--- src/rtl/alu_ctrl_pkg.sv ---
`default_nettype none
// ============================================================================
// Module      : alu_ctrl_pkg
// Description : Shared constants for the ALU control scoreboard: ALUControl
//               codes, FUNCT opcodes, shift types, condition codes, FlagW
//               encodings and the NZCV condition evaluator.
// Revision    : 1.0  initial release
// ============================================================================
package alu_ctrl_pkg;

    // ALUControl operation codes
    localparam logic [3:0] c_alu_add = 4'b0000;
    localparam logic [3:0] c_alu_sub = 4'b0001;
    localparam logic [3:0] c_alu_cmp = 4'b0010;
    localparam logic [3:0] c_alu_and = 4'b0011;
    localparam logic [3:0] c_alu_orr = 4'b0100;
    localparam logic [3:0] c_alu_lsr = 4'b0101;
    localparam logic [3:0] c_alu_lsl = 4'b0110;
    localparam logic [3:0] c_alu_asr = 4'b0111;
    localparam logic [3:0] c_alu_ror = 4'b1000;
    localparam logic [3:0] c_alu_eor = 4'b1001;

    // FUNCT[4:1] opcodes
    localparam logic [3:0] c_op_add = 4'b0100;
    localparam logic [3:0] c_op_sub = 4'b0010;
    localparam logic [3:0] c_op_cmp = 4'b1010;
    localparam logic [3:0] c_op_and = 4'b0000;
    localparam logic [3:0] c_op_orr = 4'b1100;
    localparam logic [3:0] c_op_shf = 4'b1101;
    localparam logic [3:0] c_op_eor = 4'b0001;

    // Shift types
    localparam logic [1:0] c_sh_lsl = 2'b00;
    localparam logic [1:0] c_sh_lsr = 2'b01;
    localparam logic [1:0] c_sh_asr = 2'b10;
    localparam logic [1:0] c_sh_ror = 2'b11;

    // Condition codes
    localparam logic [3:0] c_cond_eq = 4'b0000;
    localparam logic [3:0] c_cond_ne = 4'b0001;
    localparam logic [3:0] c_cond_cs = 4'b0010;
    localparam logic [3:0] c_cond_cc = 4'b0011;
    localparam logic [3:0] c_cond_mi = 4'b0100;
    localparam logic [3:0] c_cond_pl = 4'b0101;
    localparam logic [3:0] c_cond_vs = 4'b0110;
    localparam logic [3:0] c_cond_vc = 4'b0111;
    localparam logic [3:0] c_cond_hi = 4'b1000;
    localparam logic [3:0] c_cond_ls = 4'b1001;
    localparam logic [3:0] c_cond_ge = 4'b1010;
    localparam logic [3:0] c_cond_lt = 4'b1011;
    localparam logic [3:0] c_cond_gt = 4'b1100;
    localparam logic [3:0] c_cond_le = 4'b1101;
    localparam logic [3:0] c_cond_al = 4'b1110;
    localparam logic [3:0] c_cond_nv = 4'b1111;

    // FlagW encodings: [1] writes NZ, [0] writes CV
    localparam logic [1:0] c_fw_none = 2'b00;
    localparam logic [1:0] c_fw_nz   = 2'b10;
    localparam logic [1:0] c_fw_all  = 2'b11;

    // Evaluate an ARM condition field against {N,Z,C,V}; NV never passes
    function automatic logic cond_pass(input logic [3:0] cond, input logic [3:0] nzcv);
        logic n, z, c, v;
        {n, z, c, v} = nzcv;
        case (cond)
            c_cond_eq: cond_pass = z;
            c_cond_ne: cond_pass = ~z;
            c_cond_cs: cond_pass = c;
            c_cond_cc: cond_pass = ~c;
            c_cond_mi: cond_pass = n;
            c_cond_pl: cond_pass = ~n;
            c_cond_vs: cond_pass = v;
            c_cond_vc: cond_pass = ~v;
            c_cond_hi: cond_pass = c & ~z;
            c_cond_ls: cond_pass = ~c | z;
            c_cond_ge: cond_pass = (n == v);
            c_cond_lt: cond_pass = (n != v);
            c_cond_gt: cond_pass = ~z & (n == v);
            c_cond_le: cond_pass = z | (n != v);
            c_cond_al: cond_pass = 1'b1;
            default:   cond_pass = 1'b0;
        endcase
    endfunction

endpackage
`default_nettype wire

--- src/rtl/alu_ctrl_scoreboard_flag_fifo.sv ---
`default_nettype none
// ============================================================================
// Module      : flag_fifo
// Description : 2-bit-wide synchronous FIFO holding the FlagW masks of
//               in-flight flag writers. Push while full is accepted only
//               when a pop happens in the same cycle.
// Revision    : 1.0  initial release
// ============================================================================
module flag_fifo #(
    parameter int DEPTH = 4
) (
    input  logic                     clk,
    input  logic                     rst,
    input  logic                     i_push,
    input  logic [1:0]               i_wdata,
    input  logic                     i_pop,
    output logic [1:0]               o_rdata,
    output logic                     o_full,
    output logic                     o_empty,
    output logic [$clog2(DEPTH):0]   o_count
);

    localparam int AW = $clog2(DEPTH);
    localparam logic [AW:0] c_full_count = (AW+1)'(DEPTH);

    logic [1:0]    r_mem [DEPTH];
    logic [AW-1:0] r_wptr;
    logic [AW-1:0] r_rptr;
    logic [AW:0]   r_count;
    logic          w_do_push;
    logic          w_do_pop;

    assign o_full    = (r_count == c_full_count);
    assign o_empty   = (r_count == '0);
    assign o_count   = r_count;
    assign o_rdata   = r_mem[r_rptr];
    assign w_do_pop  = i_pop & ~o_empty;
    assign w_do_push = i_push & (~o_full | w_do_pop);

    // Storage and pointer/count update; reset discards every entry
    always_ff @(posedge clk or posedge rst) begin
        if (rst) begin
            for (int i = 0; i < DEPTH; i++) begin
                r_mem[i] <= 2'b00;
            end
            r_wptr  <= '0;
            r_rptr  <= '0;
            r_count <= '0;
        end else begin
            if (w_do_push) begin
                r_mem[r_wptr] <= i_wdata;
                r_wptr        <= r_wptr + 1'b1;
            end
            if (w_do_pop) begin
                r_rptr <= r_rptr + 1'b1;
            end
            case ({w_do_push, w_do_pop})
                2'b10:   r_count <= r_count + 1'b1;
                2'b01:   r_count <= r_count - 1'b1;
                default: r_count <= r_count;
            endcase
        end
    end

endmodule
`default_nettype wire

--- src/rtl/alu_ctrl_scoreboard.sv ---
`default_nettype none
// ============================================================================
// Module      : alu_ctrl_scoreboard
// Description : Pipelined, handshaked ALU decoder. Decodes ALUOp/FUNCT/
//               ShiftType into ALUControl/FlagW, owns the NZCV register,
//               evaluates the condition field and stalls conditional
//               instructions until all in-flight flag writers have retired.
// Revision    : 1.0  initial release
// ============================================================================
module alu_ctrl_scoreboard
    import alu_ctrl_pkg::*;
#(
    parameter int DEPTH   = 4,
    parameter int CTRL_W  = 4,
    parameter int EXT_OPS = 1
) (
    input  logic              CLK,
    input  logic              RESET,
    input  logic              IN_VALID,
    output logic              IN_READY,
    input  logic              ALUOp,
    input  logic [4:0]        FUNCT,
    input  logic [1:0]        ShiftType,
    input  logic [3:0]        Cond,
    output logic              OUT_VALID,
    input  logic              OUT_READY,
    output logic [CTRL_W-1:0] ALUControl,
    output logic [1:0]        FlagW,
    output logic              CondEx,
    output logic              ILLEGAL,
    input  logic              FLAG_VALID,
    input  logic [3:0]        ALUFlags,
    output logic [3:0]        FLAGS,
    output logic              FLAG_ERR
);

    localparam int c_aw = $clog2(DEPTH);
    localparam logic c_ext = (EXT_OPS != 0);

    logic              r_out_valid;
    logic [CTRL_W-1:0] r_ctrl;
    logic [1:0]        r_flagw;
    logic              r_condex;
    logic              r_illegal;
    logic [3:0]        r_flags;
    logic              r_flag_err;

    logic [3:0]  w_op;
    logic [1:0]  w_fw_raw;
    logic        w_legal;
    logic        w_pass;
    logic [3:0]  w_ctrl;
    logic [1:0]  w_fw;
    logic        w_condex;
    logic        w_illegal;
    logic        w_slot_free;
    logic        w_hazard;
    logic        w_accept;
    logic        w_push;
    logic        w_pop;
    logic [1:0]  w_fifo_head;
    logic        w_fifo_full;
    logic        w_fifo_empty;
    logic [c_aw:0] w_fifo_count;

    // Decode opcode/shift and evaluate the condition against the current NZCV
    always_comb begin
        w_op     = c_alu_add;
        w_fw_raw = c_fw_none;
        w_legal  = 1'b1;
        w_pass   = 1'b1;
        if (ALUOp) begin
            case (FUNCT[4:1])
                c_op_add: begin w_op = c_alu_add; w_fw_raw = FUNCT[0] ? c_fw_all : c_fw_none; end
                c_op_sub: begin w_op = c_alu_sub; w_fw_raw = FUNCT[0] ? c_fw_all : c_fw_none; end
                c_op_cmp: begin w_op = c_alu_cmp; w_fw_raw = c_fw_all; end
                c_op_and: begin w_op = c_alu_and; w_fw_raw = FUNCT[0] ? c_fw_nz : c_fw_none; end
                c_op_orr: begin w_op = c_alu_orr; w_fw_raw = FUNCT[0] ? c_fw_nz : c_fw_none; end
                c_op_eor: begin
                    w_op     = c_alu_eor;
                    w_fw_raw = FUNCT[0] ? c_fw_nz : c_fw_none;
                    w_legal  = c_ext;
                end
                c_op_shf: begin
                    w_fw_raw = FUNCT[0] ? c_fw_nz : c_fw_none;
                    case (ShiftType)
                        c_sh_lsl: w_op = c_alu_lsl;
                        c_sh_lsr: w_op = c_alu_lsr;
                        c_sh_asr: begin w_op = c_alu_asr; w_legal = c_ext; end
                        c_sh_ror: begin w_op = c_alu_ror; w_legal = c_ext; end
                    endcase
                end
                default: w_legal = 1'b0;
            endcase
            if (Cond == c_cond_nv) begin
                w_legal = 1'b0;
            end
            w_pass = cond_pass(Cond, r_flags);
        end
        w_illegal = ~w_legal;
        w_condex  = w_legal & w_pass;
        w_ctrl    = w_legal ? w_op : c_alu_add;
        w_fw      = w_legal ? (w_fw_raw & {2{w_pass}}) : c_fw_none;
    end

    // A conditional must not read NZCV while any writer is still in flight,
    // and a new writer cannot enter a full FIFO unless a retire frees a slot
    assign w_slot_free = ~r_out_valid | OUT_READY;
    assign w_hazard    = ((Cond != c_cond_al) & ALUOp & (w_fifo_count != '0))
                       | ((w_fw != c_fw_none) & w_fifo_full & ~FLAG_VALID);
    assign IN_READY    = w_slot_free & ~w_hazard;
    assign w_accept    = IN_VALID & IN_READY;
    assign w_push      = w_accept & (w_fw != c_fw_none);
    assign w_pop       = FLAG_VALID & ~w_fifo_empty;

    flag_fifo #(
        .DEPTH (DEPTH)
    ) u_flag_fifo (
        .clk     (CLK),
        .rst     (RESET),
        .i_push  (w_push),
        .i_wdata (w_fw),
        .i_pop   (w_pop),
        .o_rdata (w_fifo_head),
        .o_full  (w_fifo_full),
        .o_empty (w_fifo_empty),
        .o_count (w_fifo_count)
    );

    // Output pipeline register; holds while the execute stage is not ready
    always_ff @(posedge CLK or posedge RESET) begin
        if (RESET) begin
            r_out_valid <= 1'b0;
            r_ctrl      <= '0;
            r_flagw     <= 2'b00;
            r_condex    <= 1'b0;
            r_illegal   <= 1'b0;
        end else if (w_slot_free) begin
            r_out_valid <= w_accept;
            if (w_accept) begin
                r_ctrl    <= CTRL_W'(w_ctrl);
                r_flagw   <= w_fw;
                r_condex  <= w_condex;
                r_illegal <= w_illegal;
            end
        end
    end

    // Architectural NZCV: retire the oldest writer's mask; flag a stray return
    always_ff @(posedge CLK or posedge RESET) begin
        if (RESET) begin
            r_flags    <= 4'b0000;
            r_flag_err <= 1'b0;
        end else begin
            if (w_pop) begin
                if (w_fifo_head[1]) r_flags[3:2] <= ALUFlags[3:2];
                if (w_fifo_head[0]) r_flags[1:0] <= ALUFlags[1:0];
            end
            if (FLAG_VALID & w_fifo_empty) begin
                r_flag_err <= 1'b1;
            end
        end
    end

    assign OUT_VALID  = r_out_valid;
    assign ALUControl = r_ctrl;
    assign FlagW      = r_flagw;
    assign CondEx     = r_condex;
    assign ILLEGAL    = r_illegal;
    assign FLAGS      = r_flags;
    assign FLAG_ERR   = r_flag_err;

endmodule
`default_nettype wire

--- config.mk ---
export PLATFORM = sky130hd
export DESIGN_NAME = alu_ctrl_scoreboard
export DESIGN_NICKNAME = d
export VERILOG_FILES = /design/src/rtl/alu_ctrl_pkg.sv /design/src/rtl/alu_ctrl_scoreboard_flag_fifo.sv /design/src/rtl/alu_ctrl_scoreboard.sv
export SDC_FILE = /design/constraint.sdc
export NUM_CORES = 1
export LEC_CHECK = 0
export BUFFER_PORTS_ARGS = -buffer_cell sky130_fd_sc_hd__buf_2
export CORE_MARGIN = 1.5
export CORE_UTILIZATION = 24
export CTS_CLUSTER_DIAMETER = 120
export DETAILED_ROUTE_END_ITERATION = 8
export HOLD_SLACK_MARGIN = 0.1
export PLACE_DENSITY = 0.42
export SLEW_MARGIN = 15
export SYNTH_ARGS = -nofsm -noshare
export SYNTH_HDL_FRONTEND = slang
export SYNTH_SLANG_ARGS = --single-unit
--- constraint.sdc ---
create_clock -name CLK -period 6.1 [get_ports CLK]
set_clock_uncertainty 0.1 [all_clocks]
set_input_delay 1.83 -clock CLK [delete_from_list [all_inputs] [get_ports CLK]]
set_output_delay 1.83 -clock CLK [all_outputs]
set_load 0.1 [all_outputs]
# Word-level counts from Yosys, hierarchy flattened
# Index checks and enable logic that the tools add are counted.
# W data, S select, Z words.
word_totals:
  ff_bits: 29
  word_cells: 119
op_classes:
  n_bitwise: 32
  order_cmp: 3
  n_mux: 21
  reduce_logical: 14
  n_addsub: 4
  n_eq_ne: 30
op_table:
  columns: ["cell", "count"]
  rows:
  - ["$eq A4 B4 Y1 const B", 11]
  - ["$pmux W4 S6", 1]
  - ["$eq A4 B3 Y1 const B", 5]
  - ["$pmux W4 S4", 1]
  - ["$pmux W1 S15", 1]
  - ["$and A1 B1 Y1", 14]
  - ["$mux W2", 7]
  - ["$eq A4 B2 Y1 const B", 3]
  - ["$not A1 Y1", 10]
  - ["$bwmux W8", 1]
  - ["$eq A4 B1 Y1 const B", 2]
  - ["$logic_not A4 Y1", 2]
  - ["$mux W4", 2]
  - ["$reduce_or A7 Y1", 1]
  - ["$eq A2 B2 Y1 const B", 3]
  - ["$ge A3 B3 Y1 const B", 2]
  - ["$not A2 Y3", 2]
  - ["$pmux W2 S3", 1]
  - ["$pmux W3 S2", 1]
  - ["$reduce_and A2 Y1", 3]
  - ["$or A1 B1 Y1", 5]
  - ["$add A2 B1 Y2 const B", 2]
  - ["$bmux W2 S2", 1]
  - ["$demux W2 S2", 1]
  - ["other kinds (17)", 22]

# Longest topological paths before layout
# Gate-level depths: netlist of run 1.
logic_depth:
  ltp_word: 17
  ltp_mapped: 13
  depth_no_buf: 11

# Modules after synthesis
# From an unflattened synthesis of run 1, not the netlist that was laid out.
hier_totals:
  cells_unflattened: 185
  area_unflattened_um2: 1911.8
by_module_without_submodules:
  columns: ["mod", "cells_each", "instances", "area_each_um2", "seq_area_each_um2"]
  rows:
  - ["alu_ctrl_scoreboard", 125, 1, 1126.1, 350.3]
  - ["flag_fifo", 60, 1, 785.8, 375.4]

# Worst setup path after synthesis of run 1
# OpenSTA, ideal clock, no wires.
synth_timing:
  path_kind: "input to output"
  startpoint: "input port Cond[3]"
  endpoint: "output port IN_READY"
  setup_slack_ns: -0.118
  t_required_ns: 4.170
  stages: 8
  path_buffers: 2
  arrival_ns: 4.288
  cell_sequence: "buf_4 nor2b_1 a21oi_1 o2bb2ai_1 nor4_4 buf_6 nor3_1 nor2_1"
synth_between:
  elab_chain_cells: 11
  elab_cells_between_ends: 31
  cone_classes: "eq/ne: 16; mux: 5; bitwise: 8; reduce/logical: 2"
synth_rtl:
  columns: ["item", "line", "source"]
  rows:
  - ["start, declared", "alu_ctrl_scoreboard.sv:24", "input logic [3:0] Cond,"]
  - ["$eq A4 B4 Y1, or another cell as far along", "alu_ctrl_pkg.sv:65", "case (cond)"]
  - ["$pmux W1 S15", "alu_ctrl_pkg.sv:65", null]
  - ["$mux W1", "alu_ctrl_scoreboard.sv:72", "if (ALUOp) begin"]
  - ["$and A2 B2 Y2", "alu_ctrl_scoreboard.sv:103", "w_fw = w_legal ? (w_fw_raw & {2{w_pass}}) : c_fw_none;"]
  - ["$mux W2", "alu_ctrl_scoreboard.sv:103", null]
  - ["$reduce_bool A2 Y1", "alu_ctrl_scoreboard.sv:110", "| ((w_fw != c_fw_none) & w_fifo_full & ~FLAG_VALID);"]
  - ["$and A1 B1 Y1 (2 in a row)", "alu_ctrl_scoreboard.sv:110", null]
  - ["$or A1 B1 Y1 (*)", "alu_ctrl_scoreboard.sv:110", null]
  - ["$not A1 Y1 (*)", "alu_ctrl_scoreboard.sv:111", "assign IN_READY = w_slot_free & ~w_hazard;"]
  - ["$and A1 B1 Y1 (*)", "alu_ctrl_scoreboard.sv:111", null]
  - ["end, declared", "alu_ctrl_scoreboard.sv:20", "output logic IN_READY,"]
# Mark *: on every way between the ends. The rest lies on a longest branch, timed or not.

# Worst setup path in the final report of run 1
layout_timing:
  startpoint: "input port FUNCT[3]"
  endpoint: "output port IN_READY"
layout_between:
  elab_chain_cells: 12
  elab_cells_between_ends: 23
  cone_classes: "eq/ne: 6; mux: 6; bitwise: 6; reduce/logical: 5"
layout_rtl:
  columns: ["item", "line", "source"]
  rows:
  - ["start, declared", "alu_ctrl_scoreboard.sv:22", "input logic [4:0] FUNCT,"]
  - ["$eq A4 B4 Y1, or another cell as far along", "alu_ctrl_scoreboard.sv:73", "case (FUNCT[4:1])"]
  - ["$reduce_or A4 Y1 (no source line), or another cell as far along", null, null]
  - ["$pmux W2 S3 or $mux W1 (tied branches)", null, null]
  - ["$mux W2 or $mux W1 (tied branches)", "alu_ctrl_scoreboard.sv:72, alu_ctrl_scoreboard.sv:95", null]
  - ["$and A2 B2 Y2 or $mux W1 (tied branches)", "alu_ctrl_scoreboard.sv:103, alu_ctrl_scoreboard.sv:72", null]
  - ["$mux W2 (*)", "alu_ctrl_scoreboard.sv:103", null]
  - ["$reduce_bool A2 Y1 (*)", "alu_ctrl_scoreboard.sv:110", null]
  - ["$and A1 B1 Y1 (*) (2 in a row)", "alu_ctrl_scoreboard.sv:110", null]
  - ["$or A1 B1 Y1 (*)", "alu_ctrl_scoreboard.sv:110", null]
  - ["$not A1 Y1 (*)", "alu_ctrl_scoreboard.sv:111", null]
  - ["$and A1 B1 Y1 (*)", "alu_ctrl_scoreboard.sv:111", null]
# Marked as above.

==> reports/qor.txt, run 1 <==
run status: complete, no violations
R2R cell count: 10
synth unique cells: 59
flop-to-flop setup slack: 2910 ps
final setup fails: 0
Clock Tree Buf Depth: 2
io pins: 36
CTS H-tree depth: 2
initial antenna violation count: 0
Final Core Density: 29.2%
Vias: 1,531
CTS tree: yes
Worst-Margin Slew: 692 ps
setup_tns: 0 ps
HP Class: register to register
Critical Path AT: 3510 ps
hold path cells: 1
vias per std cell: 4.65
Pleak: 0.00109 uW
final hold violations: 0
worst skew pair latency: 280 ps
Post-Synth XOR/XNOR Area: 3.93%
grt total ovfl: 0
Die Ht: 94.4 um
Syn Std Cell Area: 0.00200 mm^2
die width: 94.4 um
Num CTS Buffers: 5
Starting DRT DRC Count: 60
crit path capture type: output pin
Hold EP: FLAG_ERR$_DFFE_PP0P_
setup ws final: 656 ps
number of max-cap violations: 0
vias in the first global route: 1,566
core region area: 0.00813 mm^2
fraction of synthesized area in multiplexers: 11.8%
max-slew violation count: 0
die footprint: 0.00891 mm^2
Hold Path Origin: FLAG_ERR$_DFFE_PP0P_
CP startpoint kind: input port
Placement Rows: 33
All-Layer GR Usage: 10.7%
Post-Syn Nets: 220
reg2reg end: u_flag_fifo.o_count[2]$_DFFE_PP0P_
Total Nets Final: 255
share of layout cells above drive strength 1: 29.5%
DRC Markers: 0
Max Clock Freq: 184 MHz
post-CTS setup repair buffer count: 0
sequential element share of the synthesized area: 36.2%
RR Startpoint: u_flag_fifo.o_count[0]$_DFFE_PP0P_
Syn Inst Count: 189
Final ANT Viol Nets: 0
largest family of logic cells by synthesized area: simple AND/OR/NAND/NOR gates
WS Path Type: input port to output pin
Synth Area in Simple Gates: 23.8%
WL final: 4500 um
Pre-Repair DR Iteration Count: 4
Area Overhead vs Synth: 18.4%
Clock Sink Count: 29
first-pass GRT wire length: 7390 um
max_slew headroom: 53.5%
Peak supply drop: 0.000193 V
routability cong.: 0.756
Ant. Diodes: 0
DR WL/cell: 13.7 um
hpwl dp: 3420 um
CP required: 4170 ps
syn avg cell area: 10.6 um^2
synth warn: 0
pwr dens: 367 mW/mm^2
fin crit share: 89.3%
Compound-Gate Fraction of Synth Area: 12.4%
RSZ-0062 raised after global routing: false
clock transition time at the flip-flop clock pins of the worst setup and hold paths: 60 ps
Post-Synth Adder-Cell Area: 6.62%
ys flop type: dfrtp_1
PortBufs: 35
hold_buf cts: 0
crit path time final: 5440 ps
maximum number of pins on one net before global-route repair: 30
number of synthesized flops with an enable pin: 0
worst slack, placed: 661 ps
Starting Density: 24.6%
CTS resizes: 0
ys async rst share: 100%
register bit count reported by yosys: 29
Critical Path Fanout Max: 14
CTS root buf: clkbuf_8
==> stage by stage <==
stage          hold slack [ps]  instances  instance area, um^2  total power, uW
2_1_floorplan              328        189                 2010              630
3_3_place_gp               341        322                 2290              714
3_5_place_dp               346        322                 2290              718
4_1_cts                    364        329                 2370              885
5_1_grt                    383        329                 2370              929
6_report                   363        329                 2370              871
==> worst max path at each step <==
stage | from | end | slack [ps] | depth (start not counted)
floorplan | Cond[3] | IN_READY | 340 | 8
global placement | FUNCT[3] | IN_READY | 720 | 8
detailed placement | FUNCT[3] | IN_READY | 660 | 8
CTS | FUNCT[3] | IN_READY | 660 | 8
global route | FUNCT[3] | IN_READY | 550 | 8
finish | FUNCT[3] | IN_READY | 660 | 8
==> metal layers <==
metal | share of wire (%) | wire, um | GRT usage, % | vias up
met5 | 0 | 0 | 0 | -
li1 | - | - | - | 756
met1 | 47 | 2110 | 13.3 | 747
met4 | 0.93 | 42 | 2.74 | 0
met3 | 3.4 | 154 | 3.46 | 4
met2 | 49 | 2190 | 17.9 | 24
==> registers in the layout, indices dropped and copies added, names as in the netlist, 2 cells and up <==
register             flops
ALUControl               4
FLAGS                    4
FlagW                    2
u_flag_fifo.o_count      3
u_flag_fifo.r_wptr       2
u_flag_fifo.r_mem        8
u_flag_fifo.r_rptr       2
==> cells in the final DEF, fill, tap and decap left out, types with 2 or more instances in the layout <==
master	instances
clkbuf_8	6
mux2i_1	3
nand3b_1	3
mux2_4	4
nand2b_1	3
nand2_1	7
nor4_4	2
and3_1	2
inv_1	13
nor2_1	13
buf_4	2
nor2b_1	3
mux4_2	2
o22a_1	2
xor2_1	5
nand3_2	2
nand4_1	7
or2_1	4
nand3_1	5
nand4b_1	2
xnor2_1	4
and4b_1	2
ha_1	9
dfrtp_1	29
buf_2	34
o21ai_0	4
mux2_1	5
nor3_1	7
o2bb2ai_1	3
a21oi_1	3
mux2_2	4
==> synth_stat cells, types with 2 or more instances <==
master | instances | area [um^2]
o21ai_0 | 4 | 20.0
mux4_2 | 2 | 45.0
nor2_1 | 14 | 52.6
nor4_4 | 2 | 42.5
xnor2_1 | 4 | 35.0
dfrtp_1 | 29 | 726
xor2_1 | 5 | 43.8
mux2_2 | 4 | 45.0
o2bb2ai_1 | 3 | 26.3
nand4b_1 | 2 | 17.5
nand2_1 | 7 | 26.3
or2_1 | 4 | 25.0
clkbuf_1 | 2 | 7.51
ha_1 | 9 | 113
nor3_1 | 7 | 35.0
inv_1 | 13 | 48.8
and4b_1 | 2 | 20.0
nand3_1 | 5 | 25.0
nand3b_1 | 3 | 22.5
mux2_4 | 4 | 60.1
a21oi_1 | 3 | 15.0
mux2_1 | 5 | 56.3
mux2i_1 | 3 | 30.0
nor2b_1 | 3 | 18.8
buf_6 | 2 | 22.5
nand4_1 | 7 | 43.8
buf_2 | 4 | 20.0
nand2b_1 | 3 | 18.8
nand3_2 | 2 | 20.0
o22a_1 | 2 | 17.5
and3_1 | 2 | 12.5
==> layout make-up <==
cell class,count,area (um^2)
Multi-Input combinational cell,138,1170
Clock buffer,7,86.3
Sequential cell,29,726
Inverter,13,48.8
Timing Repair Buffer,37,205
Fill cell,857,5760
Tap cell,105,131
==> kinds of logic (layout without fill, tap and decap cells) <==
family	Yosys count	count (layout)
AO/OA/AOI/OAI	29	29
XOR/XNOR	9	9
adder cells (fa/ha/maj)	10	10
buffers and inverters	22	57
flip-flops	29	29
multiplexers	18	18
AND/OR/NAND/NOR	72	72
==> worst max-delay path, stage by stage <==
cell	delay, ps
buf_2	180
nand2b_1	200
o21a_1	200
o32ai_2	260
nand3_2	190
nor3_1	370
nor2_2	90
buf_12	180
==> where the power goes <==
| part | internal, uW | switching [uW] |
|---|---|---|
| combinational | 122 | 291 |
| clock | 89.4 | 71.6 |
| sequential | 244 | 53.4 |
| total | 456 | 416 |
Power figures use the tool's default switching activity.
==> run 2, diff against run 1 <==
--- a/config.mk
+++ b/config.mk
@@ -11,7 +11,7 @@
 export CTS_CLUSTER_DIAMETER = 120
 export DETAILED_ROUTE_END_ITERATION = 8
 export HOLD_SLACK_MARGIN = 0.1
-export PLACE_DENSITY = 0.42
+export PLACE_DENSITY = 0.46
 export SLEW_MARGIN = 15
 export SYNTH_ARGS = -nofsm -noshare
 export SYNTH_HDL_FRONTEND = slang
==> run 2 against run 1 <==
Count of clock-buffer cells in the layout did not move. Clock power rose by 29%. Sequential cell count did not move. Fmax rose by 0.10%. Wire length fell by 3.0%. Register-to-register slack improved by 40 ps. Total power rose by 5.2%. Critical endpoint unchanged.
==> reports/qor.txt, run 2 (same netlist as run 1, synthesis figures left out) <==
Ant. Diodes: 0 (unchanged)
io pins: 36 (unchanged)
final setup fails: 0 (unchanged)
Clock Sink Count: 29 (unchanged)
power after layout: 917 uW (was 871 uW)
Pre-Repair DR Iteration Count: 4 (unchanged)
die footprint: 0.00891 mm^2 (unchanged)
CP cell instances: buf_2, nand2b_1, o21a_1, o32ai_2, nand3_2, nor3_1, nor2_2, buf_12 (unchanged)
Critical Path AT: 3510 ps (about the same)
CTS H-tree depth: 2 (unchanged)
worst stage delay on the critical path: 350 ps (was 370 ps)
CTS root buf: clkbuf_8 (unchanged)
fin area: 0.00240 mm^2 (was 0.00237 mm^2)
Crit. Startpoint: FUNCT[3] (unchanged)
core region area: 0.00813 mm^2 (unchanged)
fin cells: 330 (was 329)
Starting DRT DRC Count: 64 (was 60)
CP startpoint kind: input port (unchanged)
max reg flops: 8 (unchanged)
Num CTS Buffers: 5 (unchanged)
final hold violations: 0 (unchanged)
dpl cells: 322 (unchanged)
hold_buf cts: 0 (unchanged)
commonest non-fill, non-tap cell in the layout: buf_2 (unchanged)
pwr dens: 382 mW/mm^2 (was 367 mW/mm^2)
CP required: 4170 ps (about the same)
WS Path Type: input port to output pin (unchanged)
WL final: 4360 um (was 4500 um)
vias per std cell: 4.60 (was 4.65)
post-CTS setup repair buffer count: 0 (unchanged)
crit path time final: 5440 ps (about the same)
maximum number of pins on one net before global-route repair: 30 (unchanged)
reg2reg end: u_flag_fifo.o_count[2]$_DFFE_PP0P_ (unchanged)
Slowest cell on crit path: nor3_1 (unchanged)
vias in the first global route: 1,493 (was 1,566)
Peak supply drop: 0.000186 V (was 0.000193 V)
HP Class: register to register (unchanged)
share of layout cells above drive strength 1: 29.8% (was 29.5%)
flop-to-flop setup slack: 2950 ps (was 2910 ps)
most frequent cells in the layout: buf_2, dfrtp_1, nor2_1, inv_1, ha_1 (unchanged)
Total Nets Final: 255 (unchanged)
die width: 94.4 um (unchanged)
first-pass GRT wire length: 7360 um (was 7390 um)
Levels on crit path: 8 (unchanged)
Clock Tree Buf Depth: 2 (unchanged)
Starting Density: 24.6% (unchanged)
All-Layer GR Usage: 10.8% (was 10.7%)
grt total ovfl: 0 (unchanged)
initial antenna violation count: 0 (unchanged)
Max Clock Freq: 184 MHz (about the same)
cell family with most CP delay: simple AND/OR/NAND/NOR gates (unchanged)
Area Overhead vs Synth: 19.9% (was 18.4%)
R2R cell count: 10 (unchanged)
RSZ-0062 raised after global routing: false (unchanged)
max_slew headroom: 56.2% (was 53.5%)
clock transition time at the flip-flop clock pins of the worst setup and hold paths: 60 ps (about the same)
fin crit share: 89.2% (was 89.3%)
grt met1 use: 14.5% (was 13.3%)
RR Startpoint: u_flag_fifo.o_count[0]$_DFFE_PP0P_ (unchanged)
Final ANT Viol Nets: 0 (unchanged)
Vias: 1,519 (was 1,531)
Cell Area, Placed: 0.00229 mm^2 (unchanged)
CTS tree: yes (unchanged)
critical path endpoint: IN_READY (unchanged)
crit path capture type: output pin (unchanged)
worst skew pair latency: 280 ps (about the same)
Critical Path Fanout Max: 14 (unchanged)
Placement Rows: 33 (unchanged)
setup_tns: 0 ps (unchanged)
hpwl dp: 3310 um (was 3420 um)
CTS resizes: 0 (unchanged)
met2 GRT Util: 16.8% (was 17.9%)
DRC Markers: 0 (unchanged)
busiest layer in global routing: met2 (unchanged)
Final Core Density: 29.5% (was 29.2%)
Pleak: 0.00110 uW (was 0.00109 uW)
M3 GR Usage: 3.38% (was 3.46%)
max-slew violation count: 0 (unchanged)
Largest Register: u_flag_fifo.r_mem (unchanged)
DR WL/cell: 13.2 um (was 13.7 um)
Die Ht: 94.4 um (unchanged)
run status: complete, no violations (unchanged)
routability cong.: 0.725 (was 0.756)
PortBufs: 35 (unchanged)
number of max-cap violations: 0 (unchanged)
Layout fillers: 848 (was 857)
Worst-Margin Slew: 652 ps (was 692 ps)
WP buf/inv: 2 (unchanged)
-- run 2: cell types whose count changed in the layout (fill, tap and decap cells not counted) --
cell / previous run / this run
bufinv_16: 0 / 1
-- run 2: how the worst min path moves through the flow --
stage / start / endpoint / slack (ps) / depth (start not counted)
after detailed placement: FLAG_ERR$_DFFE_PP0P_ / FLAG_ERR$_DFFE_PP0P_ / 350 / 1
after floorplan: u_flag_fifo.r_mem[3]$_DFFE_PP0P_ / u_flag_fifo.r_mem[3]$_DFFE_PP0P_ / 330 / 1
after global placement: FLAG_ERR$_DFFE_PP0P_ / FLAG_ERR$_DFFE_PP0P_ / 340 / 1
after global routing: u_flag_fifo.r_mem[5]$_DFFE_PP0P_ / u_flag_fifo.r_mem[5]$_DFFE_PP0P_ / 380 / 1
final: FLAG_ERR$_DFFE_PP0P_ / FLAG_ERR$_DFFE_PP0P_ / 360 / 1
after CTS: FLAG_ERR$_DFFE_PP0P_ / FLAG_ERR$_DFFE_PP0P_ / 360 / 1
-- run 2: metrics by stage --
stage	hold slack [ps]	setup slack [ps]
3_3_place_gp	344	722
5_1_grt	381	522
3_5_place_dp	347	680
2_1_floorplan	328	343
4_1_cts	364	673
6_report	359	661
-- run 2: routing by layer --
| layer | wire length (um) | vias up |
|---|---|---|
| met5 | 0 | - |
| met4 | 34 | 0 |
| met3 | 160 | 4 |
| met2 | 2040 | 23 |
| met1 | 2130 | 731 |
| li1 | - | 761 |
-- run 2: layout make-up --
class,count,area [um^2],area share [%]
Multi-Input combinational cell,138,1170,48.9
Inverter,13,48.8,2.03
Clock buffer,7,86.3,3.59
Sequential cell,29,726,30.2
Clock inverter,1,30.0,1.25
Timing Repair Buffer,37,205,8.54
Tap cell,105,131,5.47
-- run 2: where the power goes --
part	switching [uW]	internal [uW]
Clock	74.4	133
Combinational	291	123
Sequential	51.8	244
